### config.mk
export PLATFORM = sky130hd
export DESIGN_NAME = alu_cmd_issue
export DESIGN_NICKNAME = d
export VERILOG_FILES = /design/src/rtl/alu_cmd_issue.sv
export SDC_FILE = /design/constraint.sdc
export NUM_CORES = 1
export LEC_CHECK = 0
export CAP_MARGIN = 20
export CORE_MARGIN = 5
export CORE_UTILIZATION = 50
export DETAILED_ROUTE_END_ITERATION = 10
export DONT_BUFFER_PORTS = 1
export PLACE_DENSITY = 0.74
export SYNTH_ARGS = -nofsm -noshare
export SYNTH_HDL_FRONTEND = slang
export SYNTH_SLANG_ARGS = --single-unit
### constraint.sdc
create_clock -name clk -period 8.3 [get_ports clk]
set_input_delay 0.83 -clock clk [delete_from_list [all_inputs] [get_ports clk]]
set_output_delay 0.83 -clock clk [all_outputs]
set_load 0.02 [all_outputs]
### src/rtl/alu_cmd_issue.sv
// alu_cmd_issue: command FIFO feeding a multi-cycle ALU through an IDLE/ISSUE/HOLD issue FSM
module alu_cmd_issue #(
  parameter int FIFO_DEPTH = 4,
  parameter int ALU_LAT = 1
) (
  input  logic        clk,
  input  logic        reset,
  input  logic        cmd_valid,
  output logic        cmd_ready,
  input  logic [2:0]  cmd_op,
  input  logic [31:0] cmd_a,
  input  logic [31:0] cmd_b,
  output logic [31:0] alu_A,
  output logic [31:0] alu_B,
  output logic        alu_AS,
  output logic        alu_sub,
  output logic        alu_Shift,
  output logic        alu_shift_left,
  output logic        alu_bitwiseAND,
  output logic        alu_bitwiseOR,
  input  logic [31:0] alu_result,
  input  logic        alu_cout,
  output logic        res_valid,
  input  logic        res_ready,
  output logic [31:0] res_data,
  output logic        res_cout,
  output logic [2:0]  res_op,
  output logic        res_err,
  output logic [15:0] op_count
);
  localparam int PW = $clog2(FIFO_DEPTH);
  typedef enum logic [1:0] {IDLE, ISSUE, HOLD} state_t;
  state_t state;
  logic [66:0] mem [FIFO_DEPTH];
  logic [PW-1:0] wr_ptr, rd_ptr;
  logic [PW:0] count;
  logic [2:0] op_q, cnt, head_op;
  logic [5:0] ctrl, dec;
  logic push, pop, legal;
  assign cmd_ready = count < (PW+1)'(FIFO_DEPTH);
  assign push = cmd_valid && cmd_ready;
  assign pop = state == IDLE && count != '0;
  assign head_op = mem[rd_ptr][66:64];
  assign legal = op_q < 3'd6;
  // control order: AS, sub, Shift, shift_left, bitwiseAND, bitwiseOR
  assign dec = head_op == 3'd0 ? 6'b100000 :
               head_op == 3'd1 ? 6'b110000 :
               head_op == 3'd2 ? 6'b001000 :
               head_op == 3'd3 ? 6'b001100 :
               head_op == 3'd4 ? 6'b000010 :
               head_op == 3'd5 ? 6'b000001 : 6'b000000;
  assign {alu_AS, alu_sub, alu_Shift, alu_shift_left, alu_bitwiseAND, alu_bitwiseOR} = ctrl;
  always_ff @(posedge clk)
    if (push) mem[wr_ptr] <= {cmd_op, cmd_a, cmd_b};
  always_ff @(posedge clk) begin
    if (reset) begin
      wr_ptr <= '0;
      rd_ptr <= '0;
      count <= '0;
      state <= IDLE;
      cnt <= '0;
      ctrl <= '0;
      op_q <= '0;
      alu_A <= '0;
      alu_B <= '0;
      res_valid <= 1'b0;
      res_data <= '0;
      res_cout <= 1'b0;
      res_op <= '0;
      res_err <= 1'b0;
      op_count <= '0;
    end else begin
      if (push) wr_ptr <= wr_ptr + PW'(1);
      if (pop) rd_ptr <= rd_ptr + PW'(1);
      count <= count + (PW+1)'(push) - (PW+1)'(pop);
      case (state)
        IDLE:
          if (pop) begin
            {op_q, alu_A, alu_B} <= mem[rd_ptr];
            ctrl <= dec;
            cnt <= '0;
            state <= ISSUE;
          end
        ISSUE:
          if (cnt == 3'(ALU_LAT - 1)) begin
            res_data <= legal ? alu_result : 32'd0;
            res_cout <= legal && alu_cout;
            res_err <= !legal;
            res_op <= op_q;
            res_valid <= 1'b1;
            ctrl <= '0;
            state <= HOLD;
          end else cnt <= cnt + 3'd1;
        HOLD:
          if (res_ready) begin
            res_valid <= 1'b0;
            op_count <= op_count + 16'd1;
            state <= IDLE;
          end
        default: state <= IDLE;
      endcase
    end
  end
endmodule

==> run summary, run 1 <==
Worst Setup End Kind - flip-flop
Count of final max-slew check failures - 0
Internal Pwr Total - 4.01 mW
Layout Skew - 19.0 ps
Vias in the first global route - 7989
Port bufs - 0
Status - finished, final reports clean
Drc violations - 0
R2R cell count - 5
Synth warnings - 0
Routed via count - 7689
Total Routing Usage GR - 17.9%
HPWL after detailed placement - 17.7 mm
Crit path largest cell delay - 790 ps
Post-route minimum period - 2980 ps
NetSw - 1.81 mW
Drt total wl - 30.1 mm
Setup TNS - 0 ps
Sequential cell fraction of total power - 51.4%
Maximum VDD drop - 0.000252 V
CP max-delay cell - buf_4
Fillers - 2263
Static leakage - 5.40 nW
Sequential area share after synthesis - 73.5%
First-pass GRT wire length - 46.3 mm
CP delay by family, top - buffers and inverters
Initial Util - 50.3%
CTS tree - yes
Fin crit share - 35.9%
Commonest cells after routing, fill and taps aside - edfxtp_1 (268), nand2_1 (148), dfxtp_1 (139)
CP Buf/Inv Count - 1
Hold Vio Cnt, Final - 0
Hold path cells - 0
Number of hold buffers added after cts - 0
R2r endpoint - ctrl[1]$_SDFFE_PP0P_
Critical-path maximum fanout - 43
Row count - 63
Worst Path Arrival - 3440 ps
Ys flop type - edfxtp_1
Worst Max-Slew Pin Slew - 1050 ps
F_max - 336 MHz
Hold path start - cmd_a[5]
RSZ-0062 raised after global routing - false
Async set or reset register ratio after synthesis - 0%
Sw Share - 31.1%
Mapped Nets - 1065
Clock power frac - 30.7%
Post-synth EDFFs - 268
Routed Antenna Nets - 0
CTS Buffer Depth - 3
Initial DRC Count - 400
Die Footprint - 33100 sq um
Die X-Extent - 182 um
Routed len/inst - 21.9 um
Final setup violation count - 0
Post-Syn Area - 14800 sq um
Critical path class - reg2reg
Leading cell type in the layout, fill and taps excluded - edfxtp_1
Drt pass-1 iters - 5
H-tree levels - 2
Placer Congestion - 0.801
Total grt overflow - 0
Routed vias/inst - 5.60
Hold worst-path end - mem[3][37]$_DFFE_PP_
Clk Latency, worst-skew pair - 530 ps
Yosys reg bits - 409
Total CTS buffers - 42
Core area - 29400 sq um
Worst-path clk slew - 60 ps
Element type at the critical path start - flip-flop
Ratio of cells with drive above 1 in the final layout - 15.3%
Avg Synthesized Cell Area - 15.5 sq um
I/O pins - 229
Crit-path cells - buf_4 -> mux4_2 -> or4_4 -> nor3b_1 -> a21o_1
WP data required - 8760 ps
Initial antenna violation count - 1
Root buf cell - clkbuf_16
Unique cell type count in the Yosys netlist - 45
Clk sink count - 409
Power Dens Cells - 353 nW/um^2
GRT busiest layer - met2
Layout area overhead - 11.3%
Grt met2 use - 30.3%
Die Span Y - 182 um
Max_slew headroom - 29.7%
Setup bufs post-CTS - 0
Nets@finish - 1062
Pin count of the biggest net entering global routing - 139
Comb pwr share - 17.9%
Cts repair resizes - 0
Met1 usage in global routing - 20.8%
Placed inst area - 15100 sq um
# Max-Cap Violations - 0
Worst reg2reg setup slack - 5320 ps
Hold Path Class - in2reg
Synthesized instance count - 951
Met3 usage - 7.99%
Final Instance Area - 16500 sq um
-- cell families after synthesis --
kind of cell / count (synthesis) / synth area share, %
muxes: 68 / 10.3
xor gates and xnor gates: 16 / 0.948
DFF: 409 / 73.5
AOI/OAI and AO/OA: 126 / 4.93
buffers and inverters: 66 / 1.86
adders and majority gates: 10 / 0.897
and+or+nand+nor: 256 / 7.58
-- flip-flops by register name (all words and copies together), names as in the netlist, named ones only --
register	count
res_err	1
rd_ptr	2
res_op	3
op_q	3
state	2
alu_A	32
count	3
op_count	16
ctrl	6
res_cout	1
wr_ptr	2
res_data	32
mem	268
res_valid	1
cnt	3
alu_B	32
-- synthesized netlist by cell type (2+ instances only) --
master | count | area (sq um)
nor3b_1 | 2 | 15.0
and2_1 | 4 | 25.0
nor3_1 | 5 | 25.0
buf_2 | 16 | 80.1
xnor2_1 | 9 | 78.8
and3_1 | 3 | 18.8
dfxtp_1 | 141 | 2820
nor2b_1 | 6 | 37.5
or3_1 | 4 | 25.0
nand2b_1 | 2 | 12.5
clkbuf_1 | 34 | 128
edfxtp_1 | 268 | 8050
nand3_1 | 10 | 50.1
ha_1 | 9 | 113
nor2_1 | 54 | 203
nand4_1 | 4 | 25.0
a21o_1 | 2 | 15.0
inv_1 | 10 | 37.5
nand2_1 | 148 | 556
o21ai_0 | 4 | 20.0
mux4_2 | 67 | 1510
or2_1 | 2 | 12.5
buf_1 | 4 | 15.0
a22oi_1 | 33 | 248
a21oi_1 | 83 | 415
xor2_1 | 7 | 61.3
and4_1 | 2 | 17.5
-- worst register-to-register path: stages, from the launching register on --
cell,delay [ps]
dfxtp_4,670
buf_4,810
mux4_2,690
or4_4,450
nor3b_1,200
a21o_1,100
-- power by group through the flow --
stage | registers (mW) | logic (mW) | clock network, mW
floorplan | 2.89 | 0.896 | 0
global placement | 3.03 | 1.04 | 0
detailed placement | 3.04 | 1.07 | 0
CTS | 3.00 | 1.07 | 1.83
global route | 3.03 | 1.17 | 1.92
finish | 2.99 | 1.04 | 1.78
-- metal layers --
metal	routed length, um	vias up
li1	-	3537
met1	11200	3824
met2	15000	282
met3	3340	46
met4	554	0
met5	0	-
-- stage by stage --
step	total power, mW	util [%]	std cells	worst slack (ps)	hold WS (ps)
2_1_floorplan	3.79	-	951	5090	432
3_3_place_gp	4.07	51.4	1294	5240	451
3_5_place_dp	4.11	51.4	1294	5250	446
4_1_cts	5.89	56.0	1371	5230	362
5_1_grt	6.12	56.0	1372	5040	359
6_report	5.82	56.0	1372	5320	389
-- layout make-up --
type	count	area (sq um)	area share (%)
sequential	409	10900	66.1
multi-input combinational	476	3660	22.2
clock buffer	63	1220	7.42
tap	390	488	2.97
clock inverter	14	108	0.654
timing repair buffer	8	60.1	0.365
inverter	11	41.3	0.251
antenna	1	2.50	0.0152
-- worst max path at each step --
stage                      endpoint  depth (start not counted)
2_1_floorplan   mem[0][0]$_DFFE_PP_                          3
3_3_place_gp   ctrl[1]$_SDFFE_PP0P_                          5
3_5_place_dp   ctrl[1]$_SDFFE_PP0P_                          5
4_1_cts        ctrl[1]$_SDFFE_PP0P_                          5
5_1_grt        ctrl[1]$_SDFFE_PP0P_                          5
6_report       ctrl[1]$_SDFFE_PP0P_                          5
Power figures use the tool's default switching activity.
==> run 2, diff against run 1 <==
Settings changed: ABC_AREA from default to 1, PLACE_DENSITY 0.74 to 0.77.
Clock period 8.3 ns to 2.5 ns, I/O delays scaled along.
==> run 2 against run 1 <==
Against the previous run:
- die area increased by 3.4%
- synthesized cell count increased by 39%
- power increased to 3.6 times the previous value
- clock skew decreased by 4.0 ps
- clock power increased to 3.5 times the previous value
- non-clock buffer count increased by 113
- routed wire length increased by 16%
- critical path depth increased by 5
- core utilization increased by 3.5 points
==> run summary, run 2 <==
Crit-path cells - inv_1 -> ha_1 -> inv_1 -> nor2_1 -> nand2_2 -> a21oi_4 -> buf_4 -> nand2_1 -> a21oi_1 -> dlygate4sd3_1
Root buf cell - clkbuf_16
Synthesized instance count - 1321 (+39%)
HPWL after detailed placement - 19.1 mm (+8.3%)
Yosys reg bits - 409 (unchanged)
Sequential area share after synthesis - 70.9% (-2.6 points)
Post-placement setup slack - 437 ps (-4810 ps)
Total Routing Usage GR - 19.9% (+2.0 points)
Clk Latency, worst-skew pair - 530 ps (about the same)
Initial DRC Count - 589 (+47%)
CTS Buffer Depth - 3 (unchanged)
Layout area overhead - 18.0%
Routed len/inst - 19.0 um (-13%)
Ys flop type - edfxtp_1
F_max - 457 MHz (+36%)
Final setup violation count - 0 (unchanged)
Post-synth EDFFs - 268 (unchanged)
Ratio of cells with drive above 1 in the final layout - 9.38% (-5.9 points)
Area contributors post-synth - edfxtp_1 (53%), dfxtp_1 (18%), nor2_1 (7.3%)
Vias in the first global route - 10.2k (+28%)
WP data required - 2960 ps (-5800 ps)
Die Footprint - 34300 sq um (+3.4%)
Async set or reset register ratio after synthesis - 0% (unchanged)
Worst setup path start - cnt[0]$_SDFFE_PP0P_
Static leakage - 6.27 nW (+16%)
Hold Path Class - in2reg
Initial antenna violation count - 1 (unchanged)
Clk sink count - 409 (unchanged)
Port bufs - 0 (unchanged)
Drc violations - 0 (unchanged)
Drt pass-1 iters - 5 (unchanged)
Placer Congestion - 0.828 (+3.3%)
Leading cell type in the layout, fill and taps excluded - nor2_1
Post-route minimum period - 2190 ps (-792 ps)
Core area - 30400 sq um (+3.5%)
RSZ-0062 raised after global routing - false
Synth warnings - 0 (unchanged)
Status - finished, final reports clean
Worst-path clk slew - 60 ps (about the same)
Layout Skew - 15.0 ps (-3.95 ps)
Worst Max-Slew Pin Slew - 702 ps (-352 ps)
Die X-Extent - 185 um (+1.7%)
Worst Path Arrival - 2650 ps (-790 ps)
Crit path largest cell delay - 550 ps (-240 ps)
Post-synth top cells - nor2_1 (300), edfxtp_1 (268), o21ai_0 (195)
Post-Syn Area - 15300 sq um (+3.6%)
Final worst setup slack - 314 ps (-5010 ps)
Unique cell type count in the Yosys netlist - 37 (-18%)
Routed Antenna Nets - 0 (unchanged)
Max reg flops - 268 (unchanged)
Critical R2R Launch - cnt[0]$_SDFFE_PP0P_
Commonest cells after routing, fill and taps aside - nor2_1 (296), edfxtp_1 (268), o21ai_0 (195)
Die Span Y - 185 um (+1.7%)
Element type at the critical path start - flip-flop
Pin count of the biggest net entering global routing - 142 (+2.2%)
Worst Setup End Kind - flip-flop
H-tree levels - 2 (unchanged)
Power Dens Cells - 1140 nW/um^2 (+220%)
Placed cells - 1657 (+28%)
CP delay by family, top - buffers and inverters
Non-filler cells, final - 1837 (+34%)
CTS tree - yes
Hold path start - res_ready
Mapped Nets - 1435 (+35%)
Total CTS buffers - 42 (unchanged)
Avg Synthesized Cell Area - 11.6 sq um (-25%)
First-pass GRT wire length - 54.4 mm (+17%)
Drt total wl - 34.9 mm (+16%)
Pwr Total - 20.7 mW (+260%)
CP max-delay cell - dlygate4sd3_1
Top reg by flops - mem
CP dominant cell by count - inv_1
Fillers - 2276 (+0.57%)
Cts repair resizes - 0 (unchanged)
Total grt overflow - 0 (unchanged)
Critical-path maximum fanout - 34 (-21%)
CP Buf/Inv Count - 4 (+3)
Hold Vio Cnt, Final - 0 (unchanged)
Initial Util - 50.4% (+0.066 points)
Dominant cell type by area after synthesis - edfxtp_1
Routed via count - 10.2k (+32%)
Most common cell in the netlist - nor2_1
Critical path class - reg2reg
Row count - 64 (+1.6%)
Maximum VDD drop - 0.000841 V (+230%)
Max_slew headroom - 53.2% (+23 points)
Hold slack final - 43.8 ps (-345 ps)
Nets@finish - 1521 (+43%)
Fin crit share - 87.4% (+52 points)
Routed vias/inst - 5.53 (-1.3%)
Setup TNS - 0 ps (unchanged)
# Max-Cap Violations - 0 (unchanged)
I/O pins - 229 (unchanged)
Count of final max-slew check failures - 0 (unchanged)
Top-area cell type share of the netlist area - 52.5% (-1.9 points)
==> run 2: worst paths after layout <==
path / end / slack (ps) / depth (start not counted)
max reg2reg: res_data[7]$_SDFFE_PP0P_ / 310 / 10
min: op_count[2]$_SDFFE_PP0P_ / 40 / 3
min reg2reg: flip-flop / 450 / 2
max: res_data[7]$_SDFFE_PP0P_ / 310 / 10
==> run 2: cell type report <==
class,instances,area (sq um),area share (%)
timing repair buffer,121,1290,7.11
clock inverter,22,231,1.28
inverter,41,164,0.906
tap,396,495,2.74
multi-input combinational,792,3860,21.3
sequential,409,10900,60.1
clock buffer,55,1170,6.47
antenna,1,2.50,0.0138
==> run 2: metrics by stage <==
step	area (sq um)	util, %
floorplan	15300	-
global placement	15700	51.4
detailed placement	15700	51.4
CTS	18100	59.4
global route	18100	59.4
finish	18100	59.4
==> run 2: worst reg2reg max path: stages (launching register included) <==
cell,delay (ps)
dfxtp_1,330
inv_1,60
ha_1,130
inv_1,40
nor2_1,110
nand2_2,160
a21oi_4,150
buf_4,360
nand2_1,110
a21oi_1,130
dlygate4sd3_1,550
==> run 2: cells by family after synthesis <==
family	synth area share, %
simple gates	11.7
fa+ha+maj	0.865
buf+inv	4.07
xor+xnor	0.171
compound gates	12.2
flops	70.9
==> run 2: power breakdown <==
part,switching (mW),internal [mW]
registers,1.73,8.45
logic,2.92,1.36
clock network,2.50,3.73
==> run 2: layer usage <==
metal / vias to the layer above / GRT usage (%) / part of all wire, %
met5: - / 0 / 0
li1: 4809 / - / -
met1: 4864 / 23.9 / 38
met3: 73 / 6.79 / 11
met2: 416 / 34.1 / 48
met4: 0 / 6.22 / 2.6
==> run 2: timing repair <==
item / 4_1_cts / 5_1_grt
buffers inserted: 0 / 0
hold buffers: 102 / 0
hold endpoints to repair: 317 / 0
==> run 3, diff against run 2 <==
Settings changed: ABC_AREA 1 to default.
==> run 3 against run 2 <==
Against the previous run:
- register-to-register slack got worse by 140 ps
- combinational power decreased by 2%
- largest cell class unchanged
- critical path depth down 4
- critical path type unchanged
- die area down 3.3%
- routed wire length is 7.4% lower
- via count shrank 19%
- power is 3.2% lower
- cell count fell by 18%
- non-clock buffer count grew 12
- sequential share of layout area rose by 0.70 points
- largest power group unchanged
==> run summary, run 3 (synthesized netlist as in run 1, its figures left out) <==
Final worst setup slack - 179 ps (-135 ps)
Pwr Total - 20.0 mW (-3.2%)
Total Routing Usage GR - 19.3% (-0.66 points)
Hold Path Class - in2reg
Crit path largest cell delay - 560 ps (about the same)
Maximum VDD drop - 0.000790 V (-6.1%)
Final setup violation count - 0 (unchanged)
Clk sink count - 409 (unchanged)
Worst-path clk slew - 60 ps (about the same)
Drc violations - 0 (unchanged)
Initial Util - 50.3% (-0.066 points)
Commonest cells after routing, fill and taps aside - edfxtp_1 (268), nand2_1 (148), dfxtp_1 (139)
Drt pass-1 iters - 5 (unchanged)
Clk Latency, worst-skew pair - 560 ps (+30 ps)
F_max - 431 MHz (-5.8%)
Critical path class - reg2reg
Pin count of the biggest net entering global routing - 130 (-8.5%)
Drt total wl - 32.3 mm (-7.4%)
Layout area overhead - 20.9%
Die Footprint - 33100 sq um (-3.3%)
Initial antenna violation count - 3 (+2)
RSZ-0062 raised after global routing - false
Routed vias/inst - 5.52 (-0.17%)
Crit-path cells - nor3_1 -> or2_4 -> buf_6 -> nand2_1 -> a21oi_1 -> dlygate4sd3_1
Worst Max-Slew Pin Slew - 665 ps (-36.3 ps)
I/O pins - 229 (unchanged)
Setup bufs post-CTS - 0 (unchanged)
Max_slew headroom - 55.6% (+2.4 points)
Fillers - 2090 (-8.2%)
Fin crit share - 92.9% (+5.4 points)
Total CTS buffers - 42 (unchanged)
Die Span Y - 182 um (-1.7%)
First-pass GRT wire length - 50.0 mm (-8.2%)
H-tree levels - 2 (unchanged)
Hold Vio Cnt, Final - 0 (unchanged)
Setup TNS - 0 ps (unchanged)
Element type at the critical path start - flip-flop
Core area - 29400 sq um (-3.4%)
Leading cell type in the layout, fill and taps excluded - edfxtp_1
Placed cells - 1311 (-21%)
Initial DRC Count - 461 (-22%)
Max reg flops - 268 (unchanged)
Non-filler cells, final - 1499 (-18%)
Nets@finish - 1187 (-22%)
CTS tree - yes
Routed Antenna Nets - 0 (unchanged)
Top reg by flops - mem
Critical-path maximum fanout - 72 (+110%)
Status - finished, final reports clean
Total grt overflow - 0 (unchanged)
WP data required - 2980 ps (+20 ps)
Count of final max-slew check failures - 0 (unchanged)
Worst Path Arrival - 2800 ps (+150 ps)
Post-placement setup slack - 374 ps (-62.9 ps)
Row count - 63 (-1.6%)
Vias in the first global route - 8878 (-13%)
Post-route minimum period - 2320 ps (+135 ps)
Routed len/inst - 21.5 um (+13%)
Power Dens Cells - 1120 nW/um^2 (-2.1%)
Placer Congestion - 0.811 (-2.0%)
Static leakage - 6.04 nW (-3.7%)
Layout Skew - 33.7 ps (+18.7 ps)
CTS Buffer Depth - 3 (unchanged)
Worst Setup End Kind - flip-flop
Root buf cell - clkbuf_16
Port bufs - 0 (unchanged)
CP max-delay cell - dlygate4sd3_1
Routed via count - 8278 (-19%)
Ratio of cells with drive above 1 in the final layout - 15.3% (+5.9 points)
HPWL after detailed placement - 18.2 mm (-4.7%)
Die X-Extent - 182 um (-1.7%)
# Max-Cap Violations - 0 (unchanged)
Hold slack final - 81.3 ps (+37.4 ps)
-- run 3: cell types whose count changed in the layout (fill, tap and decap cells not counted), sizes merged, moves of 18 or more --
cell,change
inv,-28
a22oi,+18
nand2,+51
o21ai,-206
a21oi,+35
nor2,-263
a31oi,-63
mux4,+67
-- run 3: area by class of cell --
| class | count | area (sq um) | share of cell area [%] |
|---|---|---|---|
| flip-flops and latches | 409 | 10900 | 60.8 |
| multi-input cells | 476 | 3660 | 20.5 |
| repair buffers | 133 | 1440 | 8.05 |
| clock buffers | 57 | 1170 | 6.54 |
| well taps | 390 | 488 | 2.73 |
| clock inverters | 21 | 200 | 1.12 |
| inverters | 11 | 41.3 | 0.231 |
| diodes | 2 | 5.00 | 0.0280 |
-- run 3: worst paths after layout --
path                                           start                  endpoint  slack, ps  depth (start not counted)
worst max-delay path             count[2]$_SDFF_PP0_      op_q[0]$_SDFFE_PP0P_        180                          6
worst min-delay path                       res_ready  op_count[3]$_SDFFE_PP0P_         80                          3
worst max register to register   count[2]$_SDFF_PP0_      op_q[0]$_SDFFE_PP0P_        180                          6
worst min register to register  op_q[0]$_SDFFE_PP0P_    res_op[0]$_SDFFE_PP0P_        460                          2
-- run 3: worst max-delay path: cells and delay by family (launching register included) --
kind	cells	cell delay, ps
AND/OR/NAND/NOR	3	680
buffers and inverters	2	1070
flip-flops	1	340
AO/OA/AOI/OAI	1	160
-- run 3: routing by layer --
layer | global-route usage [%] | part of all wire (%)
met5 | 0 | 0.040
met3 | 6.05 | 8.8
met1 | 22.9 | 37
met2 | 33.7 | 52
met4 | 5.76 | 2.2
-- run 3: what timing repair did --
action                                 CTS  global route
endpoints found under the hold margin  406             0
hold buffers                           108             0
gates resized for setup                  0             1
setup endpoints to repair                0             3
-- run 3: power by group --
group          switching, mW  leakage [nW]  internal (mW)
Combinational           2.43          1.76           1.76
Clock                   2.55         0.674           3.54
Sequential              1.39          3.60           8.35
Total                   6.37          6.04           13.6
-- run 3: per-stage QoR --
| step | util [%] | instance area [sq um] |
|---|---|---|
| final | 60.8 | 17900 |
| after global routing | 60.8 | 17900 |
| after CTS | 60.8 | 17900 |
| after detailed placement | 52.4 | 15400 |
| after global placement | 52.4 | 15400 |
| after floorplan | - | 14800 |
